File: config.mk
export PLATFORM = sky130hd
export DESIGN_NAME = instr_encoder_loader
export DESIGN_NICKNAME = d
export VERILOG_FILES = /design/src/rtl/instr_encoder_loader.sv
export SDC_FILE = /design/constraint.sdc
export NUM_CORES = 1
export LEC_CHECK = 0
export ABC_AREA = 1
export CAP_MARGIN = 10
export CORE_MARGIN = 3
export CORE_UTILIZATION = 43
export CTS_BUF_LIST = sky130_fd_sc_hd__clkbuf_8
export CTS_CLUSTER_DIAMETER = 50
export CTS_CLUSTER_SIZE = 25
export DETAILED_ROUTE_END_ITERATION = 10
export HOLD_SLACK_MARGIN = 0.08
export PLACE_DENSITY = 0.78
export SLEW_MARGIN = 20
export SYNTH_ARGS = -nofsm -noshare
export SYNTH_HDL_FRONTEND = slang
export SYNTH_SLANG_ARGS = --single-unit
File: constraint.sdc
create_clock -name clk -period 1.5 [get_ports clk]
set_input_delay 0.3 -clock clk [delete_from_list [all_inputs] [get_ports clk]]
set_output_delay 0.3 -clock clk [all_outputs]
set_load 0.01 [all_outputs]
File: src/rtl/instr_encoder_loader.sv
// instr_encoder_loader: encodes RV32I instruction fields into machine words
// and streams them to an instruction-memory write port through a one-entry
// output buffer. A start pulse begins a load at address 0; the load ends on
// an accepted in_last bundle or when the memory capacity is exhausted.
module instr_encoder_loader #(
    parameter  int DEPTH  = 256,
    parameter  int ADDR_W = 32,
    localparam int CNT_W  = $clog2(DEPTH) + 1
) (
    input  logic              clk,
    input  logic              rst_n,
    input  logic              start,
    input  logic              in_valid,
    output logic              in_ready,
    input  logic              in_last,
    input  logic [2:0]        in_fmt,
    input  logic [4:0]        in_opcode,
    input  logic [2:0]        in_funct3,
    input  logic              in_funct7b5,
    input  logic [4:0]        in_rd,
    input  logic [4:0]        in_rs1,
    input  logic [4:0]        in_rs2,
    input  logic [31:0]       in_imm,
    output logic              mem_we,
    input  logic              mem_ready,
    output logic [ADDR_W-1:0] mem_addr,
    output logic [31:0]       mem_wdata,
    output logic              busy,
    output logic              done,
    output logic [CNT_W-1:0]  words,
    output logic [2:0]        err
);

    typedef enum logic [1:0] {
        S_IDLE = 2'd0,
        S_LOAD = 2'd1,
        S_DONE = 2'd2
    } state_t;

    state_t            state_q, state_d;
    logic              buf_full;
    logic [31:0]       buf_data;
    logic              last_seen;

    logic [31:0]       enc_word;
    logic              imm_bad;
    logic              fmt_bad;
    logic [6:0]        op;
    logic [6:0]        f7;
    logic              fits12, fits13, fits21;

    logic              in_load;
    logic              drain;
    logic [CNT_W:0]    slots_used;
    logic              cap_full;
    logic              accept;
    logic              load_buf;
    logic              overflow;
    logic              last_next;
    logic              full_next;

    assign op     = {in_opcode, 2'b11};
    assign f7     = {1'b0, in_funct7b5, 5'b0};
    assign fits12 = (in_imm[31:11] == {21{in_imm[11]}});
    assign fits13 = (in_imm[31:12] == {20{in_imm[12]}});
    assign fits21 = (in_imm[31:20] == {12{in_imm[20]}});

    // Field encoder: build the machine word and flag format/immediate errors.
    always_comb begin
        // NOTE: every variable gets a default first so no path infers a latch.
        enc_word = '0;
        imm_bad  = 1'b0;
        fmt_bad  = 1'b0;
        case (in_fmt)
            3'd0: enc_word = {f7, in_rs2, in_rs1, in_funct3, in_rd, op};
            3'd1: begin
                if (in_funct3 == 3'b001 || in_funct3 == 3'b101)
                    enc_word = {f7, in_imm[4:0], in_rs1, in_funct3, in_rd, op};
                else
                    enc_word = {in_imm[11:0], in_rs1, in_funct3, in_rd, op};
                imm_bad = !fits12;
            end
            3'd2: begin
                enc_word = {in_imm[11:5], in_rs2, in_rs1, in_funct3, in_imm[4:0], op};
                imm_bad  = !fits12;
            end
            3'd3: begin
                enc_word = {in_imm[12], in_imm[10:5], in_rs2, in_rs1, in_funct3,
                            in_imm[4:1], in_imm[11], op};
                imm_bad  = !fits13 || in_imm[0];
            end
            3'd4: enc_word = {in_imm[31:12], in_rd, op};
            3'd5: begin
                enc_word = {in_imm[20], in_imm[10:1], in_imm[11], in_imm[19:12], in_rd, op};
                imm_bad  = !fits21 || in_imm[0];
            end
            default: fmt_bad = 1'b1;
        endcase
    end

    // Handshake bookkeeping shared by the FSM and the datapath. Capacity counts
    // the buffered word too, so an accepted bundle always has a memory slot.
    assign in_load    = (state_q == S_LOAD);
    assign drain      = buf_full && mem_ready;
    assign slots_used = {1'b0, words} + (CNT_W + 1)'(buf_full);
    assign cap_full   = (slots_used >= (CNT_W + 1)'(DEPTH));
    assign accept     = in_valid && in_ready;
    assign load_buf   = accept && !fmt_bad;
    assign overflow   = in_load && !last_seen && in_valid && (words == CNT_W'(DEPTH));
    assign last_next  = last_seen || (accept && in_last);
    assign full_next  = load_buf || (buf_full && !drain);

    // Next-state and handshake outputs.
    always_comb begin
        state_d  = state_q;
        in_ready = 1'b0;
        case (state_q)
            S_IDLE, S_DONE: begin
                if (start) state_d = S_LOAD;
            end
            S_LOAD: begin
                in_ready = !last_seen && !cap_full && (!buf_full || drain);
                if (overflow || (last_next && !full_next)) state_d = S_DONE;
            end
            default: state_d = S_IDLE;
        endcase
    end

    // State register.
    always_ff @(posedge clk or negedge rst_n) begin
        // NOTE: sequential state uses non-blocking assignments so every register
        // samples the pre-edge values regardless of block ordering.
        if (!rst_n) state_q <= S_IDLE;
        else        state_q <= state_d;
    end

    // Output buffer, address/word counters and sticky error flags.
    always_ff @(posedge clk or negedge rst_n) begin
        if (!rst_n) begin
            // NOTE: the buffer data drives mem_wdata directly, so it is reset
            // along with the control state to keep every output at zero.
            buf_full  <= 1'b0;
            buf_data  <= '0;
            last_seen <= 1'b0;
            words     <= '0;
            mem_addr  <= '0;
            err       <= '0;
        end else if (!in_load) begin
            if (start) begin
                buf_full  <= 1'b0;
                last_seen <= 1'b0;
                words     <= '0;
                mem_addr  <= '0;
                err       <= '0;
            end
        end else begin
            if (drain) begin
                words    <= words + CNT_W'(1);
                mem_addr <= mem_addr + ADDR_W'(4);
            end
            buf_full  <= full_next;
            if (load_buf) buf_data <= enc_word;
            last_seen <= last_next;
            if (accept && fmt_bad)  err[0] <= 1'b1;
            if (load_buf && imm_bad) err[1] <= 1'b1;
            if (overflow)           err[2] <= 1'b1;
        end
    end

    assign mem_we    = buf_full;
    assign mem_wdata = buf_data;
    assign busy      = in_load;
    assign done      = (state_q == S_DONE);

endmodule

; Word level (Yosys, flattened, before mapping)
; Index checks and enable logic that the tools add are counted.
[totals]
register_bits = 80
in_bits = 65
out_inout_bits = 80
wordCells = 94
[op_classes]
addsub = 3
order_cmp = 1
eq_ne = 19
muxes = 22
n_reduce_logical = 40
[ops]
columns = operator, count
row1 = one-hot mux 32 bit (6 select lines), 1
row2 = 2-to-1 mux 32 bit, 4
row3 = "adder 32 x 3 -> 32 bit, second input constant", 1
row4 = 2-to-1 mux 9 bit, 3
row5 = == test 20 bit, 1
row6 = == test 19 bit, 1
row7 = logical AND 1 bit, 13
row8 = AND reduction 2 bit, 6
row9 = == test 11 bit, 1
row10 = adder 9 x 1 -> 10 bit, 1
row11 = "greater-or-equal comparator 10 x 9 -> 1 bit, second input constant", 1
row12 = "!= test 2 x 1 -> 1 bit, second input constant", 5
row13 = "adder 9 x 1 -> 9 bit, second input constant", 1
row14 = "== test 3 bit, second input constant", 3
row15 = "== test 9 bit, second input constant", 1
row16 = zero test 1 bit, 8
row17 = 2-to-1 mux 1 bit, 8
row18 = logical OR 1 bit, 7
row19 = "== test 3 x 1 -> 1 bit, second input constant", 2
row20 = "== test 3 x 2 -> 1 bit, second input constant", 2
row21 = 2-to-1 mux 3 bit, 2
row22 = OR reduction 6 bit, 1
row23 = 2-to-1 mux 2 bit, 2
row24 = one-hot mux 2 bit (2 select lines), 1
row25 = 8 further kinds, 9

; Logic depth before layout (Yosys ltp)
; Gate-level depths: netlist (run 1).
[logic_depth]
word_depth = 14
mapped_depth = 13
ltp_nobuf = 13

; Worst setup path before layout (run 1)
; No wires, ideal clock.
[synth_path]
path_kind = register to register
startpoint = register mem_addr[2]
endpoint = register mem_addr[18]
setup_time_ps = 122
arrival_ps = 1601
t_required_ps = 1378
slack_ps = -223
path_stages_with_launch = 11
path_buffers = 0
synth_period_minus_slack_ps = 1723
path_cell_list = dfrtp_1 ha_1 nand3_1 nor2_1 nand2_2 nor3_2 inv_1 nor2_1 nand3_1 o21ai_1 a21oi_1
[synth_between]
elab_chain_cells = 3
[synth_lines]
columns = item, line
row1 = start: declaration, 26  ; output logic [ADDR_W-1:0] mem_addr,
row2 = start signal: assignment, 159  ; mem_addr <= mem_addr + ADDR_W'(4);
row3 = adder 32 x 3 -> 32 bit, 159
row4 = 2-to-1 mux 32 bit, 157  ; if (drain) begin
row5 = 2-to-1 mux 32 bit, 148  ; end else if (!in_load) begin
; No other way between the ends. The select of a mux whose other input is x is not followed.
; A chain may end at the register's enable or synchronous reset.

; Worst setup path in the final report (run 1)
[layout_path]
startpoint = register words[7]
endpoint = register buf_data[1], in the netlist mem_wdata[1]
[layout_between]
elab_chain_cells = 9
[layout_lines]
columns = item, line
row1 = start: declaration, 30  ; output logic [CNT_W-1:0] words,
row2 = start signal: assignment, 158  ; words <= words + CNT_W'(1);
row3 = adder 9 x 1 -> 10 bit, 105  ; assign slots_used = {1'b0, words} + (CNT_W + 1)'(buf_full);
row4 = greater-or-equal comparator 10 x 9 -> 1 bit, 106  ; assign cap_full = (slots_used >= (CNT_W + 1)'(DEPTH));
row5 = zero test 1 bit, 122  ; in_ready = !last_seen && !cap_full && (!buf_full || drain);
row6 = logical AND 1 bit (2 in series), 122
row7 = 2-to-1 mux 1 bit, 117  ; case (state_q)
row8 = logical AND 1 bit, 107  ; assign accept = in_valid && in_ready;
row9 = logical AND 1 bit, 108  ; assign load_buf = accept && !fmt_bad;
row10 = AND reduction 2 bit (no source line), n/a
row11 = end signal: assignment, 162  ; if (load_buf) buf_data <= enc_word;
row12 = end: declaration, 42  ; logic [31:0] buf_data;
; No other way between the ends.

==> results.yml, run 1 <==
status:
  status: "finished, violations left"
  failed_checks: "setup timing"
route:
  via_per_inst: 5.36
  highest-signal-layer: "met4"
  wire_per_inst_um: 17.5
  routed-wl-met2_um: 9610
  routedLengthMet1_um: 6950
  vias: 5743
  met3_length_um: 1490
  detail_route.drc_violations: 0
  postRouteWirelength_um: 18800
  antenna_left: 0
  firstDrtPassIters: 5
  initialDrtViolationCount: 388
global_routing:
  globalRouteTotalUtil: 0.297
  first_pass_grt_wire_length_um: 27100
  via_count_of_the_first_global_routing_pass: 5839
  grt_antenna_before_repair: 0
  grt_remaining_overflow: 0
  grt_max_degree: 78
yosys:
  postSynthRegisterBits: 77
  post_syn_area_per_cell_um2: 7.24
  seq_area_frac_synth: 0.428
  synthesis.area_um2: 4500
  synth_enable_flop_cells: 0
  most_used_flip_flop_cell_after_synthesis: "dfrtp_1"
  synthesis.instances: 622
  synth_cell_type_count: 45
  synth-async-reset-ratio: 1.00
  yosysWarnings: 0
power_and_ir_drop:
  netSwitchingFraction: 0.387
  netSwitchingPower_mw: 3.31
  power.density_nw_per_um2: 1040
  part_of_the_total_power_dissipated_in_sequential_elements: 0.338
  cellInternalPower_mw: 5.24
  total_leakage_power_nw: 4.12
  pwr-share-comb: 0.469
  pwr-share-clk: 0.193
  ir_worst_vdd_mv: 0.923
  design_power_total_mw: 8.54
sta:
  fmaxAchievable_mhz: 522
  setup_viol: 72
  timing.clock.skew_ps: 14.5
  timing.final.max_slew_violations: 0
  tns_ps: -18560
  rsz0062_at_grt: "true"
  setup_slack_after_layout_ps: -415
  worst_slew_margin_rel: 0.665
  timing.hold.ws_ps: 449
  post-route-period-util: 1.28
  worst_slew_pin_slew_ps: 497
  finalCriticalPeriod_ps: 1910
  finalHoldViolCount: 0
clock_network:
  cts_buffers: 9
  worstSkewPairLatency_ps: 380
  clkSinkCount: 77
  clockBufferDepth: 2
  cts.reportedPaths.clkPinSlew_ps: 90
  h-tree-depth: 3
  root_buffer: "clkbuf_8"
  tritoncts: "built"
place:
  gp_congestion: 0.963
  placement.setup.worst_slack_ps: -596
  dp_hpwl_um: 12200
  placement.cell_area_um2: 7010
  io_buffers: 142
cells_and_area:
  drive_above_1_share: 0.383
  finalInstanceArea_um2: 8230
  num-nets-final: 1002
  flow.area_growth_from_synthesis_pct: 82.8
  diodes: 0
  most-common-layout-cells: "buf_4 (145), nand2_1 (137), dfrtp_1 (70)"
  final_common_cell: "buf_4"
min_path:
  hp-start: "in_opcode[3]"
  worstHoldPathType: "in -> reg"
floorplanning:
  floorplan.io_pins: 145
  chipWidth_um: 108
  fp-row-count: 36
  initial_utilization: 0.452
  core_region_area_um2: 9950
  area_of_the_die_um2: 11700
  chipHeight_um: 108
critical_path:
  data_required_time_of_the_critical_path_ps: 1770
  worstSetupEndpointType: "flip-flop"
  reg2reg_setup_slack_ps: -410
  worst-endpoint-arrival_ps: 2180
  r2r-start: "words[7]"
  crit_path_start_kind: "flip-flop"
  critical_path_peak_fanout: 8
  cp-startpoint: "words[7]"
  critPathKind: "reg -> reg"
job:
  maxCapViolCount: 0
[kinds of logic after synthesis]
| logic type | share of synthesized area |
|---|---|
| AOI/OAI and AO/OA | 0.127 |
| other | 0.000833 |
| and+or+nand+nor | 0.330 |
| muxes | 0.00473 |
| buffers and inverters | 0.0912 |
| xor gates and xnor gates | 0.00973 |
| DFF | 0.428 |
| adders and majority gates | 0.00834 |
[metal layers]
metal  up-vias  global-route usage
met2       322               0.526
met5         -                   0
met3        68              0.0818
met1      2691               0.339
li1       2662                   -
met4         0               0.123
[registers in the layout (all words and copies together), names as in the netlist]
register and flops:
err 3, last_seen 1, mem_addr 30, mem_wdata 31, mem_we 1, state_q 2
words 9
[stage by stage]
step                      instances  utilization
after floorplan                 623            -
final                          1072        0.827
after detailed placement       1009        0.705
after global routing           1072        0.827
after CTS                      1059        0.768
after global placement         1009        0.705
[critical path, cell delays in order, from the launching register on]
cell and delay [ps]:
dfrtp_1 430, nand2_1 140, nor2_4 60, a21oi_2 190
buf_4 160, nor2_4 50, nand4_4 80, buf_12 160
clkinv_8 80, clkbuf_16 170, or2_2 260
[path summary, 6_finish.rpt]
path	to	cells after the start
max in group asynchronous	mem_addr[20]	3
worst min register to register	mem_wdata[16]	2
worst min-delay path	mem_wdata[5]	3
min in group asynchronous	mem_addr[4]	3
worst max-delay path	mem_wdata[1]	10
worst max register to register	mem_wdata[1]	10
[power by group through the flow]
stage          Sequential (mW)  Clock [mW]  Combinational [mW]
2_1_floorplan             2.97           0                1.15
3_3_place_gp              2.80           0                3.18
3_5_place_dp              2.81           0                3.24
4_1_cts                   2.78        1.64                3.20
5_1_grt                   2.92        1.73                4.28
6_report                  2.88        1.65                4.01
[cells in the mapped netlist, types with 2 or more instances]
master,instances,share of area
nor2_2,3,0.0042
nand2_1,186,0.16
inv_1,74,0.062
o21ai_1,16,0.018
nor2_1,56,0.047
buf_2,7,0.0078
nand4_1,18,0.025
dfrtp_1,77,0.43
a21oi_1,20,0.022
buf_4,6,0.010
a22o_1,2,0.0039
inv_2,8,0.0067
nor3_2,3,0.0067
o31ai_1,2,0.0033
nor3_1,14,0.016
o22ai_1,8,0.011
nor4_1,3,0.0042
and3_1,2,0.0028
a221oi_1,2,0.0039
o21ai_0,40,0.044
nand3b_1,2,0.0033
xor2_1,2,0.0039
nand2_2,2,0.0028
nand3_1,38,0.042
ha_1,3,0.0083
xnor2_1,3,0.0058
clkbuf_1,3,0.0025
a22oi_1,5,0.0083
[area by class of cell]
| class | count | area [um^2] |
|---|---|---|
| Timing Repair Buffer | 317 | 2830 |
| Fill cell | 642 | 1730 |
| Tap cell | 133 | 166 |
| Multi-Input combinational cell | 447 | 2770 |
| Clock buffer | 10 | 138 |
| Inverter | 82 | 328 |
| Clock inverter | 6 | 62.6 |
| Sequential cell | 77 | 1940 |
[repair_timing]
action / 4_1_cts / 5_1_grt
endpoints found under the hold margin: 77 / 0
pin swaps: 16 / 41
gates resized for setup: 190 / 151
endpoints found under the setup margin: 149 / 96
cloned: 1 / 4
buffers inserted: 33 / 13
hold buffers: 1 / 0
Note: power is estimated with default switching activity, not from simulation.
==> inputs of run 2 (changes only) <==
==> constraint.sdc (replaced) <==
create_clock -name clk -period 1.5 [get_ports clk]
set_input_delay 0.15 -clock clk [delete_from_list [all_inputs] [get_ports clk]]
set_output_delay 0.15 -clock clk [all_outputs]
set_load 0.01 [all_outputs]
==> run 2 against run 1 <==
  * The flow still finishes with violations (setup timing)
  * Largest cell class unchanged
  * Clock power grew 12%
  * Critical endpoint is now mem_addr[21]
  * Combinational power up 8.2%
  * Critical path depth did not move
  * Via count up 3.2%
==> results.yml, run 2 (synthesis gave the netlist of run 1 again) <==
status:
  status: "finished, violations left"
  failed_checks: "setup timing"
place:
  io_buffers: 142
  gp_congestion: 0.888
  placement.cell_area_um2: 6950
  dp_hpwl_um: 12000
global_routing:
  grt_max_degree: 42
  globalRouteTotalUtil: 0.283
  first_pass_grt_wire_length_um: 26200
  grt_antenna_before_repair: 0
  via_count_of_the_first_global_routing_pass: 5565
  grt_remaining_overflow: 0
sta:
  timing.final.max_slew_violations: 0
  timing.hold.ws_ps: 176
  timing.clock.skew_ps: 11.1
  setup_viol: 71
  rsz0062_at_grt: "true"
  finalHoldViolCount: 0
  post-route-period-util: 1.21
  finalCriticalPeriod_ps: 1820
  setup_slack_after_layout_ps: -318
  fmaxAchievable_mhz: 550
power_and_ir_drop:
  pwr-share-clk: 0.202
  netSwitchingPower_mw: 3.44
  power.density_nw_per_um2: 1100
  pwr-share-comb: 0.479
  netSwitchingFraction: 0.379
  total_leakage_power_nw: 4.23
  ir_worst_vdd_mv: 0.744
  cellInternalPower_mw: 5.62
  part_of_the_total_power_dissipated_in_sequential_elements: 0.319
route:
  vias: 5924
  initialDrtViolationCount: 415
  postRouteWirelength_um: 19200
  detail_route.drc_violations: 0
  antenna_left: 0
  via_per_inst: 5.60
  firstDrtPassIters: 5
  wire_per_inst_um: 18.1
floorplanning:
  core_region_area_um2: 9950
  area_of_the_die_um2: 11700
  floorplan.io_pins: 145
  chipWidth_um: 108
  initial_utilization: 0.452
  chipHeight_um: 108
  fp-row-count: 36
cells_and_area:
  finalInstanceArea_um2: 8250
  diodes: 0
  most-common-layout-cells: "buf_4 (135), nand2_1 (126), clkdlybuf4s50_1 (90)"
  drive_above_1_share: 0.351
  filler_cells: 595
  final_common_cell: "buf_4"
  num-nets-final: 988
  flow.area_growth_from_synthesis_pct: 83.2
  layout.area.seq_um2: 1930
  largest_register_ff_count: 31
  area_of_combinational_cells_with_multiple_inputs_um2: 2760
critical_path:
  crit_path_start_kind: "flip-flop"
  critical_path.most_common_cell: "buf_4"
  worst_path_max_delay_cell: "dfrtp_1"
  data_required_time_of_the_critical_path_ps: 1740
  worst-endpoint-arrival_ps: 2060
  critPathKind: "reg -> reg"
  worstSetupEndpointType: "flip-flop"
  critical_path_peak_fanout: 4
  critical_path_cell_by_cell: "buf_4, buf_4, nand3_2, inv_2, nand3_2, nor2_4, buf_4, nand3_1, o221ai_2, nand2_1"
  cp_slowest_stage_delay_ps: 390
clock_network:
  h-tree-depth: 3
  root_buffer: "clkbuf_8"
  clockBufferDepth: 2
  worstSkewPairLatency_ps: 360
  cts.reportedPaths.clkPinSlew_ps: 90
  cts_buffers: 9
  clkSinkCount: 77
  tritoncts: "built"
job:
  maxCapViolCount: 0
min_path:
  worstHoldPathType: "in -> async"
run 2: changes by cell type in the layout (fill, tap and decap cells not counted), sizes merged, moves of 2 or more:
cell	delta
dlymetal6s2s	+17
clkinvlp	-2
buf	-20
clkdlybuf4s15	-10
inv	+2
clkbuf	-8
clkdlybuf4s50	+27
dlygate4sd2	-21
run 2: final cells by class:
class / count / area share
Sequential cell: 77 / 0.234
Inverter: 82 / 0.0404
Multi-Input combinational cell: 447 / 0.334
Timing Repair Buffer: 303 / 0.344
Clock inverter: 7 / 0.0120
Tap cell: 133 / 0.0202
Clock buffer: 9 / 0.0150
run 2: repair_timing:
item                                   in CTS  in global routing
resized for setup                         108                157
cloned                                      2                  3
endpoints found under the hold margin      77                  0
pin swaps                                  12                 37
setup endpoints to repair                 107                 83
setup buffers                              17                 16
hold buffers                                1                  0
run 2: stage by stage:
stage | std cells | power (mW) | TNS [ps] | util | setup slack [ps]
3_3_place_gp | 1004 | 5.89 | -9700 | 0.698 | -388
6_report | 1058 | 9.06 | -11530 | 0.828 | -318
3_5_place_dp | 1004 | 5.94 | -11670 | 0.698 | -411
4_1_cts | 1040 | 8.08 | -7090 | 0.757 | -236
5_1_grt | 1058 | 9.42 | -16850 | 0.828 | -424
2_1_floorplan | 623 | 4.11 | -704 | - | -159
run 2: power by group through the flow:
stage          logic [mW]  registers [mW]  clock network [mW]
4_1_cts              3.49            2.79                1.81
5_1_grt              4.59            2.93                1.90
3_5_place_dp         3.15            2.80                   0
2_1_floorplan        1.14            2.97                   0
6_report             4.34            2.89                1.84
3_3_place_gp         3.09            2.80                   0
run 2: per-layer routing:
metal  track usage  up-vias  part of all wire
met5             0        -                 0
met4        0.0938        0             0.039
met3        0.0609       81             0.083
met2         0.495      374              0.49
met1         0.348     2841              0.39
li1              -     2628                 -
run 2: final timing paths:
check,startpoint,to,slack (ps),cells past startpoint
setup / recovery,mem_addr[2],mem_addr[21],-320,10
hold / removal,rst_n,mem_addr[9],180,2
setup reg to reg,mem_addr[2],mem_addr[21],-320,10
hold reg to reg,mem_wdata[14],mem_wdata[14],500,2
max in group asynchronous,rst_n,mem_we,720,3
min in group clk,in_opcode[0],mem_wdata[2],340,3
run 2: worst max-delay path, delay by kind of cell (launching register included):
kind	cells	cell delay, ps
AND/OR/NAND/NOR	5	620
flip-flops	1	390
buffers and inverters	4	500
AO/OA/AOI/OAI	1	200
